`config.mk`:
```
export PLATFORM = sky130hd
export DESIGN_NAME = snake_head_driver_flat
export DESIGN_NICKNAME = d
export VERILOG_FILES = /design/src/rtl/snake_head_driver_if.sv /design/src/rtl/snake_head_driver.sv /design/src/flat_wrapper.sv
export SDC_FILE = /design/constraint.sdc
export NUM_CORES = 1
export LEC_CHECK = 0
export BUFFER_PORTS_ARGS = -buffer_cell sky130_fd_sc_hd__buf_2
export CAP_MARGIN = 20
export CORE_UTILIZATION = 54
export DETAILED_ROUTE_END_ITERATION = 6
export PLACE_DENSITY = 0.78
export SYNTH_ARGS = -nofsm -noshare
export SYNTH_HDL_FRONTEND = slang
export SYNTH_SLANG_ARGS = --single-unit
```
`constraint.sdc`:
```
create_clock -name clock -period 2 [get_ports clock]
set_input_delay 0.3 -clock clock [delete_from_list [all_inputs] [get_ports clock]]
set_output_delay 0.3 -clock clock [all_outputs]
set_load 0.01 [all_outputs]
```
`src/rtl/snake_head_driver_if.sv`:
```
// -----------------------------------------------------------------------------
// snake_head_driver_if
//   Bundles the control inputs and the head/status outputs of the snake head
//   driver.
//   master : the game environment (drives start, buttons, colide[, pause]).
//   slave  : snake_head_driver itself (drives head, direction, status flags).
//   Signals:
//     start, btn_right, btn_left, btn_down, btn_up, colide : environment -> driver
//     pause (only when PAUSE_EN is defined)                 : environment -> driver
//     head[3:0], direction[1:0], move_tick, running, game_over : driver -> environment
// -----------------------------------------------------------------------------
interface snake_head_driver_if;
  logic       start;
  logic       btn_right;
  logic       btn_left;
  logic       btn_down;
  logic       btn_up;
  logic       colide;
`ifdef PAUSE_EN
  logic       pause;
`endif
  logic [3:0] head;
  logic [1:0] direction;
  logic       move_tick;
  logic       running;
  logic       game_over;

`ifdef PAUSE_EN
  modport master (
    output start, btn_right, btn_left, btn_down, btn_up, colide, pause,
    input  head, direction, move_tick, running, game_over
  );
  modport slave (
    input  start, btn_right, btn_left, btn_down, btn_up, colide, pause,
    output head, direction, move_tick, running, game_over
  );
`else
  modport master (
    output start, btn_right, btn_left, btn_down, btn_up, colide,
    input  head, direction, move_tick, running, game_over
  );
  modport slave (
    input  start, btn_right, btn_left, btn_down, btn_up, colide,
    output head, direction, move_tick, running, game_over
  );
`endif
endinterface

```
`src/rtl/snake_head_driver.sv`:
```
// -----------------------------------------------------------------------------
// snake_head_driver
//   Owns the snake head cell on the 4x4 grid and the heading. Button presses
//   are captured into next_dir, committed into direction two cycles before
//   each step (so the collision checker can register colide for the new
//   heading), and the head advances one cell every MOVE_PERIOD clocks unless
//   colide ends the game.
//
//   Ports:
//     clock : system clock, rising edge
//     reset : synchronous, active-low
//     bus   : snake_head_driver_if.slave (start, buttons, colide[, pause] in;
//             head, direction, move_tick, running, game_over out)
//
//   Optional feature macro: PAUSE_EN -- adds bus.pause, which freezes the step
//   counter (no commit, no step) while high in RUNNING; button capture goes on.
//
//   Head encoding: [3:2]=row, [1:0]=column.
//   Direction: 00 RIGHT, 01 LEFT, 10 DOWN, 11 UP.
// -----------------------------------------------------------------------------
module snake_head_driver #(
  parameter int unsigned MOVE_PERIOD = 25_000_000,  // must be >= 3
  parameter logic [3:0]  START_HEAD  = 4'b0000,
  parameter logic [1:0]  START_DIR   = 2'b00
) (
  input  logic               clock,
  input  logic               reset,
  snake_head_driver_if.slave bus
);

  localparam int unsigned CNT_W = (MOVE_PERIOD > 1) ? $clog2(MOVE_PERIOD) : 1;
  localparam logic [CNT_W-1:0] CNT_LAST   = CNT_W'(MOVE_PERIOD - 1);
  // Commit two cycles ahead of the step: one cycle for the checker to see
  // the new direction, one for colide to be registered.
  localparam logic [CNT_W-1:0] CNT_COMMIT = CNT_W'(MOVE_PERIOD - 3);

  typedef enum logic [1:0] {
    DIR_RIGHT = 2'b00,
    DIR_LEFT  = 2'b01,
    DIR_DOWN  = 2'b10,
    DIR_UP    = 2'b11
  } dir_t;

  typedef enum logic [1:0] {
    ST_IDLE,
    ST_RUNNING,
    ST_GAME_OVER
  } state_t;

  state_t           state;
  logic [CNT_W-1:0] cnt;
  logic [3:0]       head_q;
  logic [1:0]       dir_q;
  logic [1:0]       next_dir_q;
  logic             move_tick_q;
  logic             running_q;
  logic             game_over_q;

  logic [1:0]       cand;
  logic             cand_ok;
  logic [3:0]       step_head;
  logic             advance;

`ifdef PAUSE_EN
  assign advance = ~bus.pause;
`else
  assign advance = 1'b1;
`endif

  // Button candidate (up > down > left > right); a reversal onto the snake's
  // own body (same axis, opposite sense) is rejected.
  // NOTE: every always_comb output gets a default first, so no path leaves it
  // unassigned and no latch is inferred.
  always_comb begin
    cand    = DIR_RIGHT;
    cand_ok = 1'b0;
    if (bus.btn_up) begin
      cand    = DIR_UP;
      cand_ok = 1'b1;
    end else if (bus.btn_down) begin
      cand    = DIR_DOWN;
      cand_ok = 1'b1;
    end else if (bus.btn_left) begin
      cand    = DIR_LEFT;
      cand_ok = 1'b1;
    end else if (bus.btn_right) begin
      cand    = DIR_RIGHT;
      cand_ok = 1'b1;
    end
    if (cand[1] == dir_q[1] && cand[0] != dir_q[0])
      cand_ok = 1'b0;
  end

  // Next head cell along the committed direction; 2-bit fields wrap, but the
  // collision checker stops the game before an edge is crossed.
  always_comb begin
    step_head = head_q;
    unique case (dir_t'(dir_q))
      DIR_RIGHT: step_head[1:0] = head_q[1:0] + 2'd1;
      DIR_LEFT:  step_head[1:0] = head_q[1:0] - 2'd1;
      DIR_DOWN:  step_head[3:2] = head_q[3:2] + 2'd1;
      DIR_UP:    step_head[3:2] = head_q[3:2] - 2'd1;
    endcase
  end

  // NOTE: all state is updated with non-blocking assignments so every
  // register samples the pre-edge values, independent of statement order.
  always_ff @(posedge clock) begin
    if (!reset) begin
      state       <= ST_IDLE;
      cnt         <= '0;
      head_q      <= START_HEAD;
      dir_q       <= START_DIR;
      next_dir_q  <= START_DIR;
      move_tick_q <= 1'b0;
      running_q   <= 1'b0;
      game_over_q <= 1'b0;
    end else begin
      move_tick_q <= 1'b0;
      unique case (state)
        ST_IDLE: begin
          head_q     <= START_HEAD;
          dir_q      <= START_DIR;
          next_dir_q <= START_DIR;
          if (bus.start) begin
            state     <= ST_RUNNING;
            cnt       <= '0;
            running_q <= 1'b1;
          end
        end

        ST_RUNNING: begin
          if (cand_ok)
            next_dir_q <= cand;
          if (advance) begin
            if (cnt == CNT_COMMIT)
              dir_q <= next_dir_q;
            if (cnt == CNT_LAST) begin
              cnt <= '0;
              if (bus.colide) begin
                state       <= ST_GAME_OVER;
                running_q   <= 1'b0;
                game_over_q <= 1'b1;
              end else begin
                head_q      <= step_head;
                move_tick_q <= 1'b1;
              end
            end else begin
              cnt <= cnt + 1'b1;
            end
          end
        end

        ST_GAME_OVER: begin
          if (bus.start) begin
            state       <= ST_IDLE;
            cnt         <= '0;
            head_q      <= START_HEAD;
            dir_q       <= START_DIR;
            next_dir_q  <= START_DIR;
            game_over_q <= 1'b0;
          end
        end

        default: begin
          state       <= ST_IDLE;
          running_q   <= 1'b0;
          game_over_q <= 1'b0;
        end
      endcase
    end
  end

  assign bus.head      = head_q;
  assign bus.direction = dir_q;
  assign bus.move_tick = move_tick_q;
  assign bus.running   = running_q;
  assign bus.game_over = game_over_q;

endmodule
```
`src/flat_wrapper.sv`:
```
// flat-port wrapper written by rule: the top's interface ports become plain ports
module snake_head_driver_flat 
#(
  parameter int unsigned MOVE_PERIOD = 25_000_000,                 
  parameter logic [3:0]  START_HEAD  = 4'b0000,
  parameter logic [1:0]  START_DIR   = 2'b00
)
  (clock, reset, bus_start, bus_btn_right, bus_btn_left, bus_btn_down, bus_btn_up, bus_colide, bus_head, bus_direction, bus_move_tick, bus_running, bus_game_over);
  snake_head_driver_if bus_i ();
  input  logic clock;
  input  logic reset;
  input wire logic [$bits(bus_i.start)-1:0] bus_start;
  input wire logic [$bits(bus_i.btn_right)-1:0] bus_btn_right;
  input wire logic [$bits(bus_i.btn_left)-1:0] bus_btn_left;
  input wire logic [$bits(bus_i.btn_down)-1:0] bus_btn_down;
  input wire logic [$bits(bus_i.btn_up)-1:0] bus_btn_up;
  input wire logic [$bits(bus_i.colide)-1:0] bus_colide;
  output wire logic [$bits(bus_i.head)-1:0] bus_head;
  output wire logic [$bits(bus_i.direction)-1:0] bus_direction;
  output wire logic [$bits(bus_i.move_tick)-1:0] bus_move_tick;
  output wire logic [$bits(bus_i.running)-1:0] bus_running;
  output wire logic [$bits(bus_i.game_over)-1:0] bus_game_over;
  assign bus_i.start = bus_start;
  assign bus_i.btn_right = bus_btn_right;
  assign bus_i.btn_left = bus_btn_left;
  assign bus_i.btn_down = bus_btn_down;
  assign bus_i.btn_up = bus_btn_up;
  assign bus_i.colide = bus_colide;
  assign bus_head = bus_i.head;
  assign bus_direction = bus_i.direction;
  assign bus_move_tick = bus_i.move_tick;
  assign bus_running = bus_i.running;
  assign bus_game_over = bus_i.game_over;
  snake_head_driver #(.MOVE_PERIOD(MOVE_PERIOD), .START_HEAD(START_HEAD), .START_DIR(START_DIR)) u_core (.clock(clock), .reset(reset), .bus(bus_i));
endmodule
```
==> out/results.ini <==
[run_status]
outcome=complete, but fails checks
violations=setup timing

[yosys]
ys_seq_area_frac=0.3504
yosys.area_share.simple=0.3233
syn-mean-instance-area_um2=7.781
syn_inst=279
yosysUniqueCellTypes=45
synth-edff-count=0
syn-num-nets=289
ys_seq_elements=38
synth_top_area_cell=dfxtp_1
ys.flop_type=dfxtp_1
synth-compound-area-share=0.2081
synth_most_common_cell=dfxtp_1
yosys_warnings=0
netlist_top_cells_count=38 x dfxtp_1, 34 x nand2_1, 21 x a21oi_1, 21 x nand3_1, 19 x o21ai_0
synth.area.top_cells=dfxtp_1 35%, nand2_1 5.9%, a21oi_1 4.8%
syn_area_um2=2171
synth_top_family_by_area=simple AND/OR/NAND/NOR gates
synthMuxAreaShare=0.01383
synth_fa_ha_area_frac=0.01153
async_reset_ff_frac=0
synth_xor_xnor_area_share=0.02824
synth_top_area_frac=0.3504

[drt]
route.detailed.drc=0
dr.pass1.iters=4
final_antenna_net_count=0
wl_mm=5.937
post_drt_via_cell_ratio=6.114
vias=2250
drt_iter0_drc=135
wire_per_inst_um=16.13

[power]
leakagePower_uw=0.001007
pwr_density_cell_nw_per_um2=534.2
finalPower_uw=1458
ir_drop_mv=0.3984

[clock_network]
path_clk_slew_ns=0.07
clockRootBuffer=clkbuf_8
cts_made_buffers=5
cts_sinks=38
cts_tree=done
insertion_delay_ns=0.30
cts_buffer_depth=2
htree_levels=2

[global_route]
grt_max_degree=27
grt_overflow=0
track_usage=0.2964
grt_pass1_vias=2081
antenna_found_initial=0
grt_pass1_wl_mm=9.811

[sta]
maxSlewViolCount=0
whs_ns=0.2732
maxSlewHeadroom=0.6909
setup_slack_ns=-0.1653
period_needed_ns=2.165
worstMarginPinSlew_ns=0.4594
setup_viol_count_final=28
rsz0062_at_grt=yes
setup_tns_ns=-2.821
hold_violations=0
final.period_utilization=1.083
fin_skew_ns=0.01027
clock.fmax_mhz=461.8

[cells_and_area]
final_util=0.7236
nFillCells=289
fin_nets=330
antenna_cells=0
drive_gt1_frac=0.2438
stdcell_area_um2=2729
syn_to_final_growth_pct=25.71

[critical_path]
end_kind=flop
r2r_slack_ns=-0.17
rr_worst_depth=7
crit_family=simple AND/OR/NAND/NOR gates
cp_max_fo=8
reg2reg_from=u_core.cnt[6]$_SDFFE_PN0P_
crit_type=flop to flop
cp_cell_sequence=or4_1, or4_4, buf_4, nor4_4, buf_4, nand4_1, nand3_1
cp.arrival_ns=2.40
worst_setup_path_start_kind=flop
r2r_end=u_core.bus.head[3]$_SDFFE_PN0P_
crit_buf_inv=2
cpMostUsedCell=buf_4
crit_slowest_cell=or4_4
slowest_delay_ns=0.53
worstPathRequired_ns=2.23

[floorplanning]
std_cell_rows=22
core_region_area_um2=3771
pin_count=17
start_util=0.5756
design.die.area_um2=4278
dieHeight_um=65.41
die_x_um=65.41

[worst_hold_path]
min_path_cells=2
min_from=bus_colide
whs_endpoint=u_core.bus.move_tick$_SDFF_PN0_
hold_path_class=input port to flop

[placed_design]
postPlaceCellArea_um2=2484
gp_congestion=0.8898
dpl.hpwl_mm=3.825
placement.io_buffers=16

[flow_run]
maxCapViolCount=0

==> metal layers <==
layer	GRT usage	wire, um	part of all wire
met2	0.5000	2928	0.49
met4	0.08152	72	0.012
met3	0.05208	334	0.056
met1	0.3856	2602	0.44
met5	0	0	0
==> sequential cells by signal (all words and copies together), names as in the netlist <==
register              count
u_core.bus.running        1
u_core.bus.direction      2
u_core.bus.game_over      1
u_core.next_dir_q         2
u_core.cnt               25
u_core.bus.head           4
u_core.state              2
u_core.bus.move_tick      1
==> power by group <==
group,switching [uW],leakage [uW],internal [uW]
Sequential,6.62,0.000307,765
Clock,276,0.0000438,234
Combinational,98.1,0.000656,78.0
==> through the flow <==
stage / cells / worst slack (ns)
6_report: 368 / -0.1653
5_1_grt: 368 / -0.2217
4_1_cts: 365 / -0.1355
3_5_place_dp: 357 / -0.2119
3_3_place_gp: 357 / -0.1233
2_1_floorplan: 279 / -0.1532
==> worst reg2reg max path, stage by stage (launching register included) <==
cell     delay (ns)
dfxtp_1        0.31
or4_1          0.51
or4_4          0.53
buf_4          0.19
nor4_4         0.20
buf_4          0.17
nand4_1        0.09
nand3_1        0.11
==> layout make-up <==
cell class / instances / area, um^2 / area share
tap: 48 / 60.06 / 0.02201
clock inverter: 2 / 10.01 / 0.003668
sequential: 38 / 760.7 / 0.2788
timing repair buffer: 50 / 397.9 / 0.1458
multi-input combinational: 214 / 1390 / 0.5094
clock buffer: 5 / 68.82 / 0.02522
inverter: 11 / 41.29 / 0.01513
==> cells in the final DEF (no fill, tap or decap), types with 5 or more instances in the layout <==
cell      Yosys  layout
inv_1        11      11
o21ai_0      19      15
or3_1         9       9
nor2_1        9       9
dfxtp_1      38      38
nand2_1      34      34
nor3_1        9       8
buf_2         1      16
a21oi_1      21      14
a21oi_2       0       7
buf_4         0      28
a31oi_1      10       9
nand3_1      21      21
clkbuf_8      0       5
nand4_1      13      13
o21ai_1       3       5
nor2b_1       6       6
==> how the worst max path moves through the flow <==
| stage | slack, ns | startpoint | end | depth (start not counted) |
|---|---|---|---|---|
| 2_1_floorplan | -0.15 | u_core.cnt[8]$_SDFFE_PN0P_ | u_core.cnt[15]$_SDFFE_PN0P_ | 9 |
| 3_3_place_gp | -0.12 | u_core.cnt[6]$_SDFFE_PN0P_ | u_core.bus.direction[0]$_SDFFE_PN0P_ | 7 |
| 3_5_place_dp | -0.21 | u_core.cnt[6]$_SDFFE_PN0P_ | u_core.bus.direction[0]$_SDFFE_PN0P_ | 7 |
| 4_1_cts | -0.14 | u_core.cnt[6]$_SDFFE_PN0P_ | u_core.bus.head[1]$_SDFFE_PN0P_ | 6 |
| 5_1_grt | -0.22 | u_core.cnt[6]$_SDFFE_PN0P_ | u_core.bus.head[3]$_SDFFE_PN0P_ | 7 |
| 6_report | -0.17 | u_core.cnt[6]$_SDFFE_PN0P_ | u_core.bus.head[3]$_SDFFE_PN0P_ | 7 |
==> logic make-up after synthesis <==
group | after synthesis
simple gates | 129
compound gates | 73
flops | 38
buf+inv | 27
xor+xnor | 7
mux | 3
fa+ha+maj | 2
==> repair_timing <==
| item | 4_1_cts | 5_1_grt |
|---|---|---|
| resized for setup | 16 | 5 |
| setup buffers | 0 | 2 |
| setup endpoints to repair | 33 | 33 |
| hold buffers | 0 | 0 |
| gates cloned | 1 | 2 |
| pin swaps | 6 | 3 |
No activity file was read; power rests on OpenSTA's default activity.
